[src/rtl/rv32_pkg.sv]
// Shared RV32 register-file types: index width, register count and the
// issued-instruction record carried by the issue scoreboard.
package rv32_pkg;

  localparam int NUM_REGS_DEFAULT = 32;
  localparam int REG_IDX_W        = $clog2(NUM_REGS_DEFAULT);

  typedef logic [REG_IDX_W-1:0] reg_idx_t;

  typedef struct packed {
    reg_idx_t rs1_sel;
    reg_idx_t rs2_sel;
    reg_idx_t rd_sel;
    logic     rd_wen;
  } issue_instr_t;

endpackage

[src/rtl/issue_scoreboard_if.sv]
// Decode-to-issue handshake, writeback/flush inputs and status outputs of the
// issue scoreboard; master = decode/pipeline side, slave = scoreboard.
interface issue_scoreboard_if #(
  parameter int NUM_REGS = rv32_pkg::NUM_REGS_DEFAULT
) ();
  import rv32_pkg::*;

  logic                in_valid;
  logic                in_ready;
  reg_idx_t            in_rs1_sel;
  reg_idx_t            in_rs2_sel;
  reg_idx_t            in_rd_sel;
  logic                in_rd_wen;

  logic                out_valid;
  logic                out_ready;
  reg_idx_t            out_rs1_sel;
  reg_idx_t            out_rs2_sel;
  reg_idx_t            out_rd_sel;
  logic                out_rd_wen;

  logic                wb_valid;
  reg_idx_t            wb_addr;
  logic                flush;

  logic [NUM_REGS-1:0] pending_mask;
  logic                hazard_stall;

  modport master (
    output in_valid, in_rs1_sel, in_rs2_sel, in_rd_sel, in_rd_wen,
    output out_ready, wb_valid, wb_addr, flush,
    input  in_ready, out_valid, out_rs1_sel, out_rs2_sel, out_rd_sel, out_rd_wen,
    input  pending_mask, hazard_stall
  );

  modport slave (
    input  in_valid, in_rs1_sel, in_rs2_sel, in_rd_sel, in_rd_wen,
    input  out_ready, wb_valid, wb_addr, flush,
    output in_ready, out_valid, out_rs1_sel, out_rs2_sel, out_rd_sel, out_rd_wen,
    output pending_mask, hazard_stall
  );

endinterface

[src/rtl/scoreboard_mask.sv]
// Pending-write bit vector: two independent clear ports and one set port;
// a set beats a clear on the same index, and bit 0 (x0) is never pending.
module scoreboard_mask
  import rv32_pkg::*;
#(
  parameter int NUM_REGS = NUM_REGS_DEFAULT
) (
  input  logic                clk,
  input  logic                resetn,
  input  logic                set_en,
  input  reg_idx_t            set_idx,
  input  logic                clr_a_en,
  input  reg_idx_t            clr_a_idx,
  input  logic                clr_b_en,
  input  reg_idx_t            clr_b_idx,
  output logic [NUM_REGS-1:0] mask_o
);

  logic [NUM_REGS-1:0] mask_q;
  logic [NUM_REGS-1:0] mask_d;

  // Clears first so that a same-cycle set on the same index survives.
  always_comb begin
    mask_d = mask_q;
    if (clr_a_en) mask_d[clr_a_idx] = 1'b0;
    if (clr_b_en) mask_d[clr_b_idx] = 1'b0;
    if (set_en)   mask_d[set_idx]   = 1'b1;
    mask_d[0] = 1'b0;
  end

  always_ff @(posedge clk or negedge resetn) begin
    if (!resetn) begin
      mask_q <= '0;
    end else begin
      mask_q <= mask_d;
    end
  end

  assign mask_o = mask_q;

endmodule

[src/rtl/issue_scoreboard.sv]
// In-order issue scoreboard: blocks RAW/WAW hazards against outstanding writes
// and holds one issued instruction. Optional SCOREBOARD_PERF_EN adds a stall counter.
module issue_scoreboard
  import rv32_pkg::*;
#(
  parameter int NUM_REGS  = NUM_REGS_DEFAULT,
  parameter int WB_BYPASS = 1
) (
  input  logic               clk,
  input  logic               resetn,
  issue_scoreboard_if.slave  sb
`ifdef SCOREBOARD_PERF_EN
  ,
  output logic [31:0]        perf_stall_cycles
`endif
);

  logic [NUM_REGS-1:0] pending;
  logic [NUM_REGS-1:0] wb_clr_vec;
  logic [NUM_REGS-1:0] hazard_view;
  logic                wb_clr;
  logic                flush_clr;
  logic                hazard;
  logic                in_ready;
  logic                accept;
  logic                set_en;
  issue_instr_t        in_instr;
  issue_instr_t        out_q;
  issue_instr_t        out_d;
  logic                out_valid_q;
  logic                out_valid_d;

  // Bit 0 of the mask is hard zero, so x0 sources never raise a hazard.
  always_comb begin
    in_instr = '{rs1_sel: sb.in_rs1_sel, rs2_sel: sb.in_rs2_sel,
                 rd_sel: sb.in_rd_sel, rd_wen: sb.in_rd_wen};
    wb_clr     = sb.wb_valid && (sb.wb_addr != '0);
    wb_clr_vec = '0;
    if (wb_clr) wb_clr_vec[sb.wb_addr] = 1'b1;
    hazard_view = (WB_BYPASS != 0) ? (pending & ~wb_clr_vec) : pending;
    hazard = sb.in_valid &&
             (hazard_view[in_instr.rs1_sel] ||
              hazard_view[in_instr.rs2_sel] ||
              (in_instr.rd_wen && hazard_view[in_instr.rd_sel]));
    in_ready  = !hazard && (!out_valid_q || sb.out_ready) && !sb.flush;
    accept    = sb.in_valid && in_ready;
    set_en    = accept && in_instr.rd_wen && (in_instr.rd_sel != '0);
    flush_clr = sb.flush && out_valid_q && out_q.rd_wen && (out_q.rd_sel != '0);
  end

  always_comb begin
    out_d       = out_q;
    out_valid_d = out_valid_q;
    if (accept) begin
      out_d       = in_instr;
      out_valid_d = 1'b1;
    end else if (sb.flush || sb.out_ready) begin
      out_valid_d = 1'b0;
    end
  end

  always_ff @(posedge clk or negedge resetn) begin
    if (!resetn) begin
      out_q       <= '0;
      out_valid_q <= 1'b0;
    end else begin
      out_q       <= out_d;
      out_valid_q <= out_valid_d;
    end
  end

  scoreboard_mask #(
    .NUM_REGS (NUM_REGS)
  ) u_mask (
    .clk       (clk),
    .resetn    (resetn),
    .set_en    (set_en),
    .set_idx   (in_instr.rd_sel),
    .clr_a_en  (wb_clr),
    .clr_a_idx (sb.wb_addr),
    .clr_b_en  (flush_clr),
    .clr_b_idx (out_q.rd_sel),
    .mask_o    (pending)
  );

  assign sb.in_ready     = in_ready;
  assign sb.hazard_stall = hazard;
  assign sb.pending_mask = pending;
  assign sb.out_valid    = out_valid_q;
  assign sb.out_rs1_sel  = out_q.rs1_sel;
  assign sb.out_rs2_sel  = out_q.rs2_sel;
  assign sb.out_rd_sel   = out_q.rd_sel;
  assign sb.out_rd_wen   = out_q.rd_wen;

`ifdef SCOREBOARD_PERF_EN
  logic [31:0] perf_cnt_q;
  logic [31:0] perf_cnt_d;

  always_comb begin
    perf_cnt_d = perf_cnt_q;
    if (hazard && (perf_cnt_q != '1)) perf_cnt_d = perf_cnt_q + 32'd1;
  end

  always_ff @(posedge clk or negedge resetn) begin
    if (!resetn) begin
      perf_cnt_q <= '0;
    end else begin
      perf_cnt_q <= perf_cnt_d;
    end
  end

  assign perf_stall_cycles = perf_cnt_q;
`endif

endmodule

[src/flat_wrapper.sv]
// flat-port wrapper written by rule: the top's interface ports become plain ports
module issue_scoreboard_flat import rv32_pkg::*;
#(
  parameter int NUM_REGS  = NUM_REGS_DEFAULT,
  parameter int WB_BYPASS = 1
)
  (clk, resetn, sb_in_valid, sb_in_rs1_sel, sb_in_rs2_sel, sb_in_rd_sel, sb_in_rd_wen, sb_out_ready, sb_wb_valid, sb_wb_addr, sb_flush, sb_in_ready, sb_out_valid, sb_out_rs1_sel, sb_out_rs2_sel, sb_out_rd_sel, sb_out_rd_wen, sb_pending_mask, sb_hazard_stall);
  issue_scoreboard_if #(.NUM_REGS(NUM_REGS)) sb_i ();
  input  logic clk;
  input  logic resetn;
  input wire logic [$bits(sb_i.in_valid)-1:0] sb_in_valid;
  input wire logic [$bits(sb_i.in_rs1_sel)-1:0] sb_in_rs1_sel;
  input wire logic [$bits(sb_i.in_rs2_sel)-1:0] sb_in_rs2_sel;
  input wire logic [$bits(sb_i.in_rd_sel)-1:0] sb_in_rd_sel;
  input wire logic [$bits(sb_i.in_rd_wen)-1:0] sb_in_rd_wen;
  input wire logic [$bits(sb_i.out_ready)-1:0] sb_out_ready;
  input wire logic [$bits(sb_i.wb_valid)-1:0] sb_wb_valid;
  input wire logic [$bits(sb_i.wb_addr)-1:0] sb_wb_addr;
  input wire logic [$bits(sb_i.flush)-1:0] sb_flush;
  output wire logic [$bits(sb_i.in_ready)-1:0] sb_in_ready;
  output wire logic [$bits(sb_i.out_valid)-1:0] sb_out_valid;
  output wire logic [$bits(sb_i.out_rs1_sel)-1:0] sb_out_rs1_sel;
  output wire logic [$bits(sb_i.out_rs2_sel)-1:0] sb_out_rs2_sel;
  output wire logic [$bits(sb_i.out_rd_sel)-1:0] sb_out_rd_sel;
  output wire logic [$bits(sb_i.out_rd_wen)-1:0] sb_out_rd_wen;
  output wire logic [$bits(sb_i.pending_mask)-1:0] sb_pending_mask;
  output wire logic [$bits(sb_i.hazard_stall)-1:0] sb_hazard_stall;
  assign sb_i.in_valid = sb_in_valid;
  assign sb_i.in_rs1_sel = sb_in_rs1_sel;
  assign sb_i.in_rs2_sel = sb_in_rs2_sel;
  assign sb_i.in_rd_sel = sb_in_rd_sel;
  assign sb_i.in_rd_wen = sb_in_rd_wen;
  assign sb_i.out_ready = sb_out_ready;
  assign sb_i.wb_valid = sb_wb_valid;
  assign sb_i.wb_addr = sb_wb_addr;
  assign sb_i.flush = sb_flush;
  assign sb_in_ready = sb_i.in_ready;
  assign sb_out_valid = sb_i.out_valid;
  assign sb_out_rs1_sel = sb_i.out_rs1_sel;
  assign sb_out_rs2_sel = sb_i.out_rs2_sel;
  assign sb_out_rd_sel = sb_i.out_rd_sel;
  assign sb_out_rd_wen = sb_i.out_rd_wen;
  assign sb_pending_mask = sb_i.pending_mask;
  assign sb_hazard_stall = sb_i.hazard_stall;
  issue_scoreboard #(.NUM_REGS(NUM_REGS), .WB_BYPASS(WB_BYPASS)) u_core (.clk(clk), .resetn(resetn), .sb(sb_i));
endmodule
[config.mk]
export PLATFORM = sky130hd
export DESIGN_NAME = issue_scoreboard_flat
export DESIGN_NICKNAME = d
export VERILOG_FILES = /design/src/rtl/rv32_pkg.sv /design/src/rtl/issue_scoreboard_if.sv /design/src/rtl/scoreboard_mask.sv /design/src/rtl/issue_scoreboard.sv /design/src/flat_wrapper.sv
export SDC_FILE = /design/constraint.sdc
export NUM_CORES = 1
export LEC_CHECK = 0
export ABC_AREA = 1
export ABC_CLOCK_PERIOD_IN_PS = 2500
export CAP_MARGIN = 15
export CORE_MARGIN = 3
export CORE_UTILIZATION = 50
export CTS_CLUSTER_SIZE = 24
export DETAILED_ROUTE_END_ITERATION = 10
export DONT_BUFFER_PORTS = 1
export PLACE_DENSITY = 0.71
export REMOVE_ABC_BUFFERS = 1
export SKIP_CTS_REPAIR_TIMING = 1
export SYNTH_ARGS = -nofsm -noshare
export SYNTH_HDL_FRONTEND = slang
export SYNTH_SLANG_ARGS = --single-unit
[constraint.sdc]
create_clock -name clk -period 2.5 [get_ports clk]
set_input_delay 0.375 -clock clk [delete_from_list [all_inputs] [get_ports clk]]
set_output_delay 0.375 -clock clk [all_outputs]
set_load 0.005 [all_outputs]
After elaboration in Yosys (flattened, before gate mapping)

Index checks and enable logic that the tools add are counted.

$add $sub $neg: 0
Multiply operators: 0
Divide/modulo/power cells: 0
$lt $le $gt $ge: 8
Equal/unequal tests: 0
Shift operators: 0
Multiplexer cells: 18
Bitwise operators: 7
Reductions and logical operators: 25

Operators by type and width:

| kind                                                              | count |
|---|---|
| 2-to-1 mux 32 bit                                                 | 4 |
| AND 32 bit                                                        | 3 |
| NOT 32 bit                                                        | 3 |
| bitwise OR 32 bit                                                 | 1 |
| less-than comparator 5 x 6 -> 1 bit, second input constant        | 5 |
| binary-select mux 1 bit (select 5 bit)                            | 3 |
| demux 1 bit (select 5 bit)                                        | 3 |
| greater-or-equal comparator 5 x 1 -> 1 bit, second input constant | 3 |
| nonzero test 5 bit                                                | 3 |
| logical AND 1 bit                                                 | 14 |
| 2-to-1 mux 1 bit                                                  | 8 |
| logical OR 1 bit                                                  | 4 |
| zero test 1 bit                                                   | 3 |
| nonzero test 2 bit                                                | 1 |

Bits in registers: 48
Bits in latches: 0
Memory bits (writable): 0
ROM bits: 0
Memories kept: 0

Depth between registers and ports, before layout

Depth in word-level cells: 19
Gate-level depth with buffers: 21
Mapped depth without buffers: 19

Modules after synthesis

A second synthesis with hierarchy kept.

Cells, all modules: 699
Area, all modules: 4,098.9 um^2

By module, submodules not included:

| module           | times used | cells each | area an instance (um^2) | sequential area each (um^2) |
|---|---|---|---|---|
| issue_scoreboard | 1          | 447        | 2,432.3                 | 425.4 |
| scoreboard_mask  | 1          | 252        | 1,666.6                 | 775.7 |

Least setup slack after synthesis

OpenSTA, ideal clock, no wires.

Path type: input-to-output
From: input port sb_wb_addr[3]
To: output port sb_in_ready
Data arrival time: 1,916 ps
Slack: 209 ps
Cell stages on the path: 16
Buffers on the path: 1
Cell sequence: buf_2 > inv_1 > nand2_1 > nor2_1 > nand2_1 > o21ai_1 > nand2_1 > nand2_1 > nor2_1 > nor2_1 > nor2_1 > nand2_1 > nand2_1 > nor2_2 > a21boi_0 > nor3_1

Longest elaborated chain between the ends: 15
Elaborated cells between the ends (all ways): 23
Classes of those cells: order compare: 2; mux: 9; bitwise: 2; reduce/logical: 10

RTL lines:

| item                                                                                                                    | RTL line                                                               | source |
|---|---|---|
| start: declaration                                                                                                      | flat_wrapper.sv:18                                                     | `input wire logic [$bits(sb_i.wb_addr)-1:0] sb_wb_addr;` |
| less-than comparator 5 x 6 -> 1 bit (not written as such) or greater-or-equal comparator 5 x 1 -> 1 bit (tied branches) | issue_scoreboard.sv:39                                                 | `if (wb_clr) wb_clr_vec[sb.wb_addr] = 1'b1;` |
| logical AND 1 bit (not written as such)                                                                                 | issue_scoreboard.sv:39                                                 |  |
| 2-to-1 mux 1 bit (not written as such)                                                                                  | issue_scoreboard.sv:39                                                 |  |
| demux 1 bit (select 5 bit)                                                                                              | issue_scoreboard.sv:39                                                 |  |
| 2-to-1 mux 32 bit (*)                                                                                                   | issue_scoreboard.sv:39                                                 |  |
| NOT 32 bit (*)                                                                                                          | issue_scoreboard.sv:40                                                 | `hazard_view = (WB_BYPASS != 0) ? (pending & ~wb_clr_vec) : pending;` |
| AND 32 bit (*)                                                                                                          | issue_scoreboard.sv:40                                                 |  |
| binary-select mux 1 bit (select 5 bit) (on tied branches)                                                               | issue_scoreboard.sv:42, issue_scoreboard.sv:43, issue_scoreboard.sv:44 |  |
| 2-to-1 mux 1 bit (on tied branches)                                                                                     | issue_scoreboard.sv:42, issue_scoreboard.sv:43, issue_scoreboard.sv:44 |  |
| logical OR 1 bit or logical AND 1 bit (tied branches)                                                                   | issue_scoreboard.sv:42, issue_scoreboard.sv:44                         |  |
| logical OR 1 bit (*)                                                                                                    | issue_scoreboard.sv:43                                                 | `hazard_view[in_instr.rs2_sel] \|\|` |
| logical AND 1 bit (*)                                                                                                   | issue_scoreboard.sv:41                                                 | `hazard = sb.in_valid &&` |
| via sb_hazard_stall                                                                                                     | flat_wrapper.sv:27                                                     | `output wire logic [$bits(sb_i.hazard_stall)-1:0] sb_hazard_stall;` |
| zero test 1 bit (*)                                                                                                     | issue_scoreboard.sv:45                                                 | `in_ready = !hazard && (!out_valid_q \|\| sb.out_ready) && !sb.flush;` |
| logical AND 1 bit (*) (2 in series)                                                                                     | issue_scoreboard.sv:45                                                 |  |
| end: declaration                                                                                                        | flat_wrapper.sv:20                                                     | `output wire logic [$bits(sb_i.in_ready)-1:0] sb_in_ready;` |

The timed path passes the listed nets; every way through them passes the cells marked *. The select of a mux whose other input is x is not followed.

Worst setup path in the final report

From: input port sb_wb_addr[0]
To: output port sb_in_ready

Longest elaborated chain between the ends: 15
Elaborated cells between the ends (all ways): 23
Classes of those cells: order compare: 2; mux: 9; bitwise: 2; reduce/logical: 10

RTL lines:

| item                                                                                                                    | RTL line |
|---|---|
| less-than comparator 5 x 6 -> 1 bit (not written as such) or greater-or-equal comparator 5 x 1 -> 1 bit (tied branches) | issue_scoreboard.sv:39 |
| logical AND 1 bit (not written as such)                                                                                 | issue_scoreboard.sv:39 |
| 2-to-1 mux 1 bit (not written as such)                                                                                  | issue_scoreboard.sv:39 |
| demux 1 bit (select 5 bit)                                                                                              | issue_scoreboard.sv:39 |
| 2-to-1 mux 32 bit (*)                                                                                                   | issue_scoreboard.sv:39 |
| NOT 32 bit (*)                                                                                                          | issue_scoreboard.sv:40 |
| AND 32 bit (*)                                                                                                          | issue_scoreboard.sv:40 |
| binary-select mux 1 bit (select 5 bit) (on tied branches)                                                               | issue_scoreboard.sv:42, issue_scoreboard.sv:43, issue_scoreboard.sv:44 |
| 2-to-1 mux 1 bit (on tied branches)                                                                                     | issue_scoreboard.sv:42, issue_scoreboard.sv:43, issue_scoreboard.sv:44 |
| logical OR 1 bit or logical AND 1 bit (tied branches)                                                                   | issue_scoreboard.sv:42, issue_scoreboard.sv:44 |
| logical OR 1 bit (*)                                                                                                    | issue_scoreboard.sv:43 |
| logical AND 1 bit (*)                                                                                                   | issue_scoreboard.sv:41 |
| zero test 1 bit (*)                                                                                                     | issue_scoreboard.sv:45 |
| logical AND 1 bit (*) (2 in series)                                                                                     | issue_scoreboard.sv:45 |

Mark *: on every way between the ends. The rest lies on a longest branch, timed or not. The select of a mux whose other input is x is not followed.

==> run metrics <==
status finished clean; Final Max Slew Viols 0; FF+latch count, synth 48; CP max stage cell o21ai_0; Synth cell types 26; Pwr Density approximately 530 nW/um^2; HP Start sb_out_ready; minimum clock period about 2.4 ns; Die Y-Extent between 90 and 100 microns; total track usage a little over a third; number of antenna violations at the first check in global routing 0; critical path's top delay family simple AND/OR/NAND/NOR gates; WP data required 2.12 ns; clk_skew ~0.016 ns; top cells by count, synth nand2_1, nand3_1, nor2_1, inv_1, dfrtp_1; Synth top area share 33.5%; Critical Path Source sb_wb_addr[0]; Fin Setup TNS 0 ns; clock-pin slew on the worst setup and hold paths about 0.080 ns; Post-Syn Area per Cell 6.20 sq um; HPWL Detailed 10.6 mm; Ys Warns 0; Main synth FF type dfrtp_1; vias in the first global route ~4100; worst hold path class in2reg; antenna-violating nets left 0; CP max FO 7; worst path cell trace nand2_1, o21ai_0, inv_1, o21ai_1, nand2_1, nand2_1, nand3_1, nand2_1, nand2_1, nand2_2, a21boi_2, nor3_2; Top Layer Used met4; Clock Path Buffers 2; Critical Path AT about 2.0 ns; Residual DRC 0; # setup viols final 0; GRT overflow 0; I/O Pins 78; CTS root buf clkbuf_8; Final #Nets 621; number of CTS-inserted buffers 5; M1 WL a little under 6 mm; DR pass1 iterations 5; Final Hold Viols 0; total chip power approximately 2.2 mW; Worst setup SP type input port; Placer Congestion approximately 1.1; count leader, synth nand2_1; total number of vias around 4200; CTS tree yes; placed insts 681; Cell Count, Final, Fillers Out between 600 and 700; peak per-stage delay on the critical path 0.43 ns; # clock sinks 48; r2r startpoint u_core.u_mask.mask_o[22]; Max Freq about 420 MHz; Synth Instances between 500 and 600; Crit. End Element output pin; Via density roughly 6; post-synthesis sequential area ratio ~34%; WL/cell about 21 microns; Post-Place Setup Slack -0.137 ns; global-route wire length before repair 22.7 mm; cell mode on critical path nand2_1; post-route clock period utilization 95.6%; Layout area overhead 13.7%; setup ws final 0.110 ns; Synth area leaders dfrtp_1, nand2_1, nand3_1, nor2_1, o21ai_0; Crit path buffers/inverters 1; worst vdd ir about 380 uV; Final Core Density 59.3%; clk_lat worst skew 0.32 ns; unrepaired setup endpoints after global routing no; Initial Util roughly 52%; routed wl met3 between 1.5 and 2 mm; share of layout cells above drive strength 1 11.1%; die width a little over 90 microns; Die ar. 8220 sq um; H-Tree Depth 2; register area 1200 sq um; MaxCap Viol Count 0; Post-synth EDFFs 0; drt initial violations between 400 and 500; cell taking the most area after synthesis dfrtp_1; normalized max-slew margin 61.4%; Leakage 2.10 nW; ys async rst share between 90% and 100%; number of port buffers 0; area of the multi-input gates around 2100 sq um; total wire length roughly 15 mm; met2 routed WL around 6.3 mm; CP Class in2out; pin count of the biggest net entering global routing 49; standard-cell rows 30; final-layout fill cell count 687; synthesized cell area between 3000 and 4000 sq um; Core Area around 7000 sq um; Worst Tran Pin Value about 0.58 ns; n_diodes 0
==> per-stage QoR <==
stage | hold WS (ns) | cell area (sq um)
final | 0.162 | 4070
after global routing | 0.147 | 4070
after CTS | -0.260 | 3950
after detailed placement | 0.0806 | 3840
after global placement | 0.0806 | 3840
after floorplan | 0.0794 | 3480
==> sequential cells by signal, indices dropped and copies added (netlist names) <==
name	cells
u_core.sb.out_valid	1
u_core.sb.out_rd_wen	1
u_core.sb.out_rd_sel	5
u_core.u_mask.mask_o	31
u_core.sb.out_rs1_sel	5
u_core.sb.out_rs2_sel	5
==> cell type report <==
cell class | instances | share of cell area, %
multi-input cells | 449 | 52.4
clock buffers | 5 | 1.69
repair buffers | 31 | 6.97
clock inverters | 3 | 1.04
inverters | 59 | 5.44
well taps | 96 | 2.95
flip-flops and latches | 48 | 29.5
==> cells in the final DEF, fill, tap and decap left out, types with 4 or more instances in the layout <==
| cell type | count |
|---|---|
| a21oi_1 | 20 |
| buf_4 | 26 |
| clkbuf_8 | 5 |
| dfrtp_1 | 48 |
| inv_1 | 53 |
| nand2_1 | 162 |
| nand2_2 | 5 |
| nand3_1 | 97 |
| nand4_1 | 6 |
| nor2_1 | 61 |
| nor2_4 | 4 |
| o211ai_1 | 7 |
| o21ai_0 | 42 |
| o21ai_1 | 16 |
| o21ai_2 | 5 |
| o21bai_1 | 10 |
==> where the power goes <==
group	internal (mW)	total [mW]	leakage [nW]	switching (mW)
Clock	0.296	0.578	0.0541	0.281
Sequential	0.894	1.03	0.640	0.131
Combinational	0.189	0.558	1.41	0.370
==> per-layer routing <==
layer  track usage (%)  vias up
met3              8.75       47
met1              49.5     1951
met4              15.7        0
li1                  -     1924
met5                 0        -
met2              53.9      310
==> worst paths after layout <==
check                                           endpoint  slack (ns)  cells after the start
worst min-delay path                 u_core.sb.out_valid        0.16                      1
worst max-delay path                         sb_in_ready        0.11                     12
max in group asynchronous       u_core.u_mask.mask_o[21]        1.69                      2
worst min register to register  u_core.sb.out_rs2_sel[0]        0.52                      2
worst max register to register  u_core.sb.out_rs2_sel[1]        0.41                     13
min in group asynchronous       u_core.sb.out_rs2_sel[3]        0.56                      2
==> logic make-up (layout without fill, tap and decap cells) <==
kind of cell	Yosys count	in the layout	share of synthesized area, %
and+or+nand+nor	342	342	41.0
AOI/OAI and AO/OA	106	106	16.3
buffers and inverters	81	98	9.08
DFF	48	48	33.5
other	1	1	0.105
No activity file was read; power rests on OpenSTA's default activity.
==> RTL edit 1: new RTL, same flow settings <==
`NUM_REGS_DEFAULT`: 32 -> 64.
--- a/src/rtl/rv32_pkg.sv
+++ b/src/rtl/rv32_pkg.sv
@@ -4,3 +4,3 @@
 
-  localparam int NUM_REGS_DEFAULT = 32;
+  localparam int NUM_REGS_DEFAULT = 64;
   localparam int REG_IDX_W        = $clog2(NUM_REGS_DEFAULT);
Ports: changed (8 resized); port bits go from 78 to 117. No check against the original RTL was run, so the function may have changed too.
==> RTL edit 1 against the original RTL <==
  * Sequential share of layout area down 5.9 points
  * Critical endpoint is now u_core.u_mask.mask_o[33]
  * Worst hold slack worse by 42 ps
  * Non-clock buffer count up 96
  * Count of clock-buffer cells in the layout up 4
  * Cell area up 120%
  * Wire length up 140%
  * Final cell count up 96%
  * Sequential cell count up 35
  * Via count up 110%
  * The flow now finishes with violations (negative setup slack)
  * Register-to-register slack worse by 340 ps
  * Area after synthesis up 89%
  * Sequential power up 61%
  * Setup slack worse by 120 ps
  * Power up 97%
==> RTL edit 1: results (changes against the original RTL) <==
Run status:
- The run finished, with violations left.
- The checks that failed: negative setup slack.

CTS:
- CTS placed an instance of sky130_fd_sc_hd__clkbuf_16 at the clock tree root.
- The clock network latency to the later pin of the worst-skew pair is 360 ps (+40 ps).
- The maximum root-to-sink buffer count is 2 (unchanged).
- The number of buffers inserted during clock tree synthesis is 9 (+4).
- The H-tree level count is 3 (+1).

Synthesis:
- The register area share after synthesis is 30.74% (-2.8 points).
- The area fraction in compound gates after synthesis came to 11.89% (-4.4 points).
- In the post-synthesis netlist, the biggest area contributors are sky130_fd_sc_hd__dfrtp_1, sky130_fd_sc_hd__nand2_1, sky130_fd_sc_hd__nand3_1.
- The number of synthesis warnings is 0 (unchanged).
- The parity-gate share of the synthesized area counting xor and xnor cells came to 0% (unchanged).
- The commonest cells after synthesis are sky130_fd_sc_hd__nand2_1, sky130_fd_sc_hd__nand3_1, sky130_fd_sc_hd__nor2_1.
- The number of unique standard cell types used by synthesis was 28 (+7.7%).
- The fraction of registers with async set or reset after synthesis was 100.0% (unchanged).
- The post-synthesis share of cell area spent on full adders, half adders and majority gates came to 0% (unchanged).

Timing:
- The max-slew headroom at the worst pin is 48.98% (-12 points).
- The final worst-path setup slack is -11.52 ps (-122.0 ps).
- The post-route worst hold slack was 120.0 ps (-41.80 ps).
- The setup-violating endpoint count in the final report is 3 (+3).
- The clock tree skew after final layout was 10.41 ps (-5.565 ps).

Detailed routing:
- The wire length on met3 is 5.866 mm (+230%).
- The length of the first detailed-routing pass in iterations is 7 (+2).
- The DRC marker count from the first detailed-route iteration is 1675 (+280%).
- The count of vias placed by the detailed router is 8862 (+110%).
- The met2 routed wirelength is 14.33 mm (+130%).
- The routed wire length per instance is 26.05 um (+23%).
- The wire length on met1 is 12.63 mm (+110%).

Place:
- The final weighted congestion in routability-driven placement is 1.054 (-1.8%).
- The half-perimeter wire length of the detailed placement result is 23.53 mm (+120%).

Worst setup path:
- The cell count of the worst reg-to-reg path is 17 (+4).
- The data arrival at the endpoint of the critical path is 2810 ps (+800 ps).
- The slack of the worst reg-to-reg path came to 70 ps (-340 ps).
- The largest fanout of any net on the critical path is 8 (+1).
- The peak per-stage delay on the critical path was 250 ps (-180 ps).
- The slowest cell on the critical path is sky130_fd_sc_hd__nor3_4.

Finish:
- The net count reported at finish came to 1210 (+95%).
- The number of flip-flops in the largest register came to 63 (+100%).
- The number of fillers in the final layout is 1152 (+68%).
- The antenna cell count is 0 (unchanged).
- The fraction of final layout cells sized beyond drive strength 1 was 22.38% (+11 points).

Global route:
- The global routing usage on met1 came to 59.29% (+9.8 points).
- The met2 track demand over resource in global routing was 62.35% (+8.5 points).
- The met3 demand-to-capacity share in global routing is 16.54% (+7.8 points).
- The via count of the first global-routing pass came to 7900 (+95%).
- The total routing usage reported by global routing is 44.51% (+8.5 points).
- The wire length of the first global-routing pass is 48.77 mm (+110%).
- The maximum number of pins on one net before global-route repair is 84 (+71%).

Power and ir drop:
- The maximum vdd ir drop is 0.5484 mV (+43%).
- The cell leakage power came to 4.325 nW (+110%).

Hold path:
- The path class of the tightest hold or removal check is in2reg.
[RTL edit 1: changes by cell type after synthesis, sizes merged, moves of 15 or more]
cell	change
nand3	+79
dfrtp	+35
o21ai	+17
nor2	+62
buf	+20
nor3	+15
nand2	+160
nand4	+64
a21oi	-19
inv	+39
o21bai	+33
[RTL edit 1: where the power goes]
part           switching (mW)  internal, mW  leakage (nW)
sequential              0.177          1.48          1.13
combinational           0.720         0.377          3.04
clock                   0.626         0.883         0.156
[RTL edit 1: critical path, delay by kind of cell]
kind / cells / cell delay, ps
buffers and inverters: 7 / 960
AND/OR/NAND/NOR: 15 / 1460
[RTL edit 1: path summary, 6_finish.rpt]
path | start | endpoint
setup / recovery | sb_wb_addr[2] | u_core.u_mask.mask_o[33]
hold / removal | sb_flush | u_core.sb.out_valid
setup reg to reg | u_core.u_mask.mask_o[31] | u_core.u_mask.mask_o[33]
hold reg to reg | u_core.sb.out_rs1_sel[4] | u_core.sb.out_rs1_sel[4]
max in group asynchronous | resetn | u_core.u_mask.mask_o[14]
min in group asynchronous | resetn | u_core.u_mask.mask_o[48]
[RTL edit 1: metrics by stage]
step	setup TNS, ps	area (um^2)	instances	worst slack [ps]
floorplan	-57480	6479	1041	-1063
global placement	-12470	7635	1323	-191.3
detailed placement	-12920	7635	1323	-193.8
CTS	-292.4	7959	1339	-175.1
global route	-7413	8802	1356	-145.0
finish	-18.43	8802	1356	-11.52
[RTL edit 1: cell type report]
class                   instances  share of cell area, %
clock buffers                   9                  2.559
clock inverters                 7                  1.123
inverters                     100                  4.506
multi-input cells             858                  51.36
flip-flops and latches         83                  23.60
well taps                     172                  2.445
repair buffers                127                  14.41
==> RTL edit 2: new RTL, same settings <==
Without the edit above. `WB_BYPASS` is set to 1 in 2 places; all go to 0.
--- a/src/rtl/issue_scoreboard.sv
+++ b/src/rtl/issue_scoreboard.sv
@@ -6,3 +6,3 @@
   parameter int NUM_REGS  = NUM_REGS_DEFAULT,
-  parameter int WB_BYPASS = 1
+  parameter int WB_BYPASS = 0
 ) (
--- a/src/flat_wrapper.sv
+++ b/src/flat_wrapper.sv
@@ -4,3 +4,3 @@
   parameter int NUM_REGS  = NUM_REGS_DEFAULT,
-  parameter int WB_BYPASS = 1
+  parameter int WB_BYPASS = 0
 )
Function: changed (Yosys sat finds a counterexample within 4 cycles, from zero or initial values and one cycle with resetn low).
==> RTL edit 2 against the original RTL <==
  * Critical endpoint unchanged
  * Cell area fell by 7.0%
  * Power rose by 16%
  * Sequential cell count stayed put
  * Setup slack improved by 180 ps
  * Critical path type is now reg2out
  * Die area up 1.6%
  * Global-route usage shrank 6.4 points
  * Area after synthesis is 1.7% higher
  * Wire length fell by 13%
==> RTL edit 2: results (changes against the original RTL) <==
Run status:
- The flow ran to the end, and the final reports show no timing, DRC or antenna violations.

Finish:
- The fraction of final layout cells sized beyond drive strength 1 is 3.652% (-7.4 points).
- The number of flip-flops in the largest register is 31 (unchanged).
- The net count reported at finish is 601 (-3.2%).
- The number of fillers in the final layout came to 705 (+2.6%).

Place:
- The number of placed cells counting well taps came to 661 (-2.9%).
- The total placed instance area is 3625 um^2 (-5.6%).
- The number of I/O port buffers is 0 (unchanged).
- The final weighted congestion in routability-driven placement is 0.9863 (-8.1%).
- The half-perimeter wire length of the detailed placement result is 9.334 mm (-12%).
- The post-place setup slack is 435.0 ps (+572.1 ps).

Worst setup path:
- The cell count of the worst reg-to-reg path is 12 (-1).
- In this run the worst setup path begins at u_core.u_mask.mask_o[7].
- The slowest stage of the critical path is the sky130_fd_sc_hd__dfrtp_1 cell.
- The largest fanout of any net on the critical path was 3 (-4).
- Among cell families on the critical path, the largest total delay comes from simple AND/OR/NAND/NOR gates.
- The data arrival at the endpoint of the critical path is 1830 ps (-180 ps).

Hold path:
- The worst min-delay path class is in2reg.
- The worst hold path cell count is 1 (unchanged).

Synthesis:
- Counting instances in the post-synthesis netlist gives the leading cell types as sky130_fd_sc_hd__nand2_1, sky130_fd_sc_hd__inv_1, sky130_fd_sc_hd__nand3_1.
- The number of unique standard cell types used by synthesis is 23 (-12%).
- The mean post-synth cell area was 6.241 um^2 (+0.70%).
- By area, the combinational part of the netlist is dominated by simple AND/OR/NAND/NOR gates.
- The area fraction in compound gates after synthesis is 12.36% (-3.9 points).
- The register area share after synthesis is 32.96% (-0.58 points).
- The fraction of registers with async set or reset after synthesis was 100.0% (unchanged).
- By area the synthesized netlist is led by sky130_fd_sc_hd__dfrtp_1, sky130_fd_sc_hd__nand2_1, sky130_fd_sc_hd__inv_1.
- The number of synthesis warnings is 0 (unchanged).
- The most used flip-flop cell after synthesis is sky130_fd_sc_hd__dfrtp_1.

CTS:
- The number of buffers inserted during clock tree synthesis is 5 (unchanged).
- The clock reaches the later pin of the worst-skew pair after roughly 310 ps.
- The maximum root-to-sink buffer count is 2 (unchanged).

Detailed routing:
- The count of vias placed by the detailed router came to 4053 (-4.2%).
- The routed wire length per instance is 18.90 um (-11%).
- The DRC marker count from the first detailed-route iteration is 553 (+25%).
- The length of the first detailed-routing pass in iterations is 6 (+1).
- The overall routed net length is 12.68 mm (-13%).

Power and ir drop:
- The fraction of power spent switching nets came to 39.08% (+2.9 points).
- The maximum vdd ir drop is 0.3773 mV (-1.9%).
- The cell leakage power is 1.867 nW (-11%).

Timing:
- The slew at the pin with the worst max-slew slack came to 552.4 ps (-25.51 ps).
- The clock tree skew after final layout was 7.997 ps (-7.983 ps).

Global route:
- The wire length of the first global-routing pass is 19.55 mm (-14%).
- The via count of the first global-routing pass is 3666 (-9.6%).
- The total routing usage reported by global routing is 29.68% (-6.4 points).
[RTL edit 2: cell types whose count changed in the layout (fill, tap and decap cells not counted), sizes merged, moves of 10 or more]
| cell | unedited run | this run |
|---|---|---|
| inv | 56 | 87 |
| o21ai | 63 | 46 |
| o21bai | 11 | 1 |
| nand4 | 7 | 27 |
| nand3 | 99 | 62 |
| o221ai | 0 | 12 |
| nand2 | 167 | 189 |
| nor2 | 68 | 46 |
| nor3 | 1 | 22 |
| buf | 30 | 5 |
[RTL edit 2: power groups by stage]
stage | Sequential, mW | Combinational, mW | Clock, mW
after floorplan | 1.12 | 0.505 | 0
after global placement | 1.19 | 0.652 | 0
after detailed placement | 1.19 | 0.667 | 0
after CTS | 1.18 | 0.671 | 0.634
after global routing | 1.21 | 0.808 | 0.662
final | 1.18 | 0.714 | 0.623
[RTL edit 2: metal layers]
layer  routed length (um)  GRT usage, %
met5                    0             0
met4                  267         11.18
met3                 1616         8.119
met2                 5757         44.92
met1                 5038         40.21
[RTL edit 2: area by class of cell]
class | count | share of cell area, %
multi-input cells | 426 | 51.32
clock inverters | 1 | 0.7926
clock buffers | 7 | 2.543
repair buffers | 6 | 1.783
well taps | 96 | 3.170
flip-flops and latches | 48 | 31.70
inverters | 87 | 8.686
[RTL edit 2: worst paths after layout]
check / end / slack [ps]
min in group asynchronous: u_core.u_mask.mask_o[20] / 610
worst max register to register: u_core.u_mask.mask_o[23] / 370
worst min register to register: u_core.sb.out_rs1_sel[3] / 520
worst max-delay path: sb_in_ready / 290
max in group asynchronous: u_core.u_mask.mask_o[9] / 1670
worst min-delay path: u_core.sb.out_valid / 150
[RTL edit 2: cells by family after synthesis]
group,after synthesis
simple gates,346
flops,48
compound gates,79
other cells,1
buf+inv,110
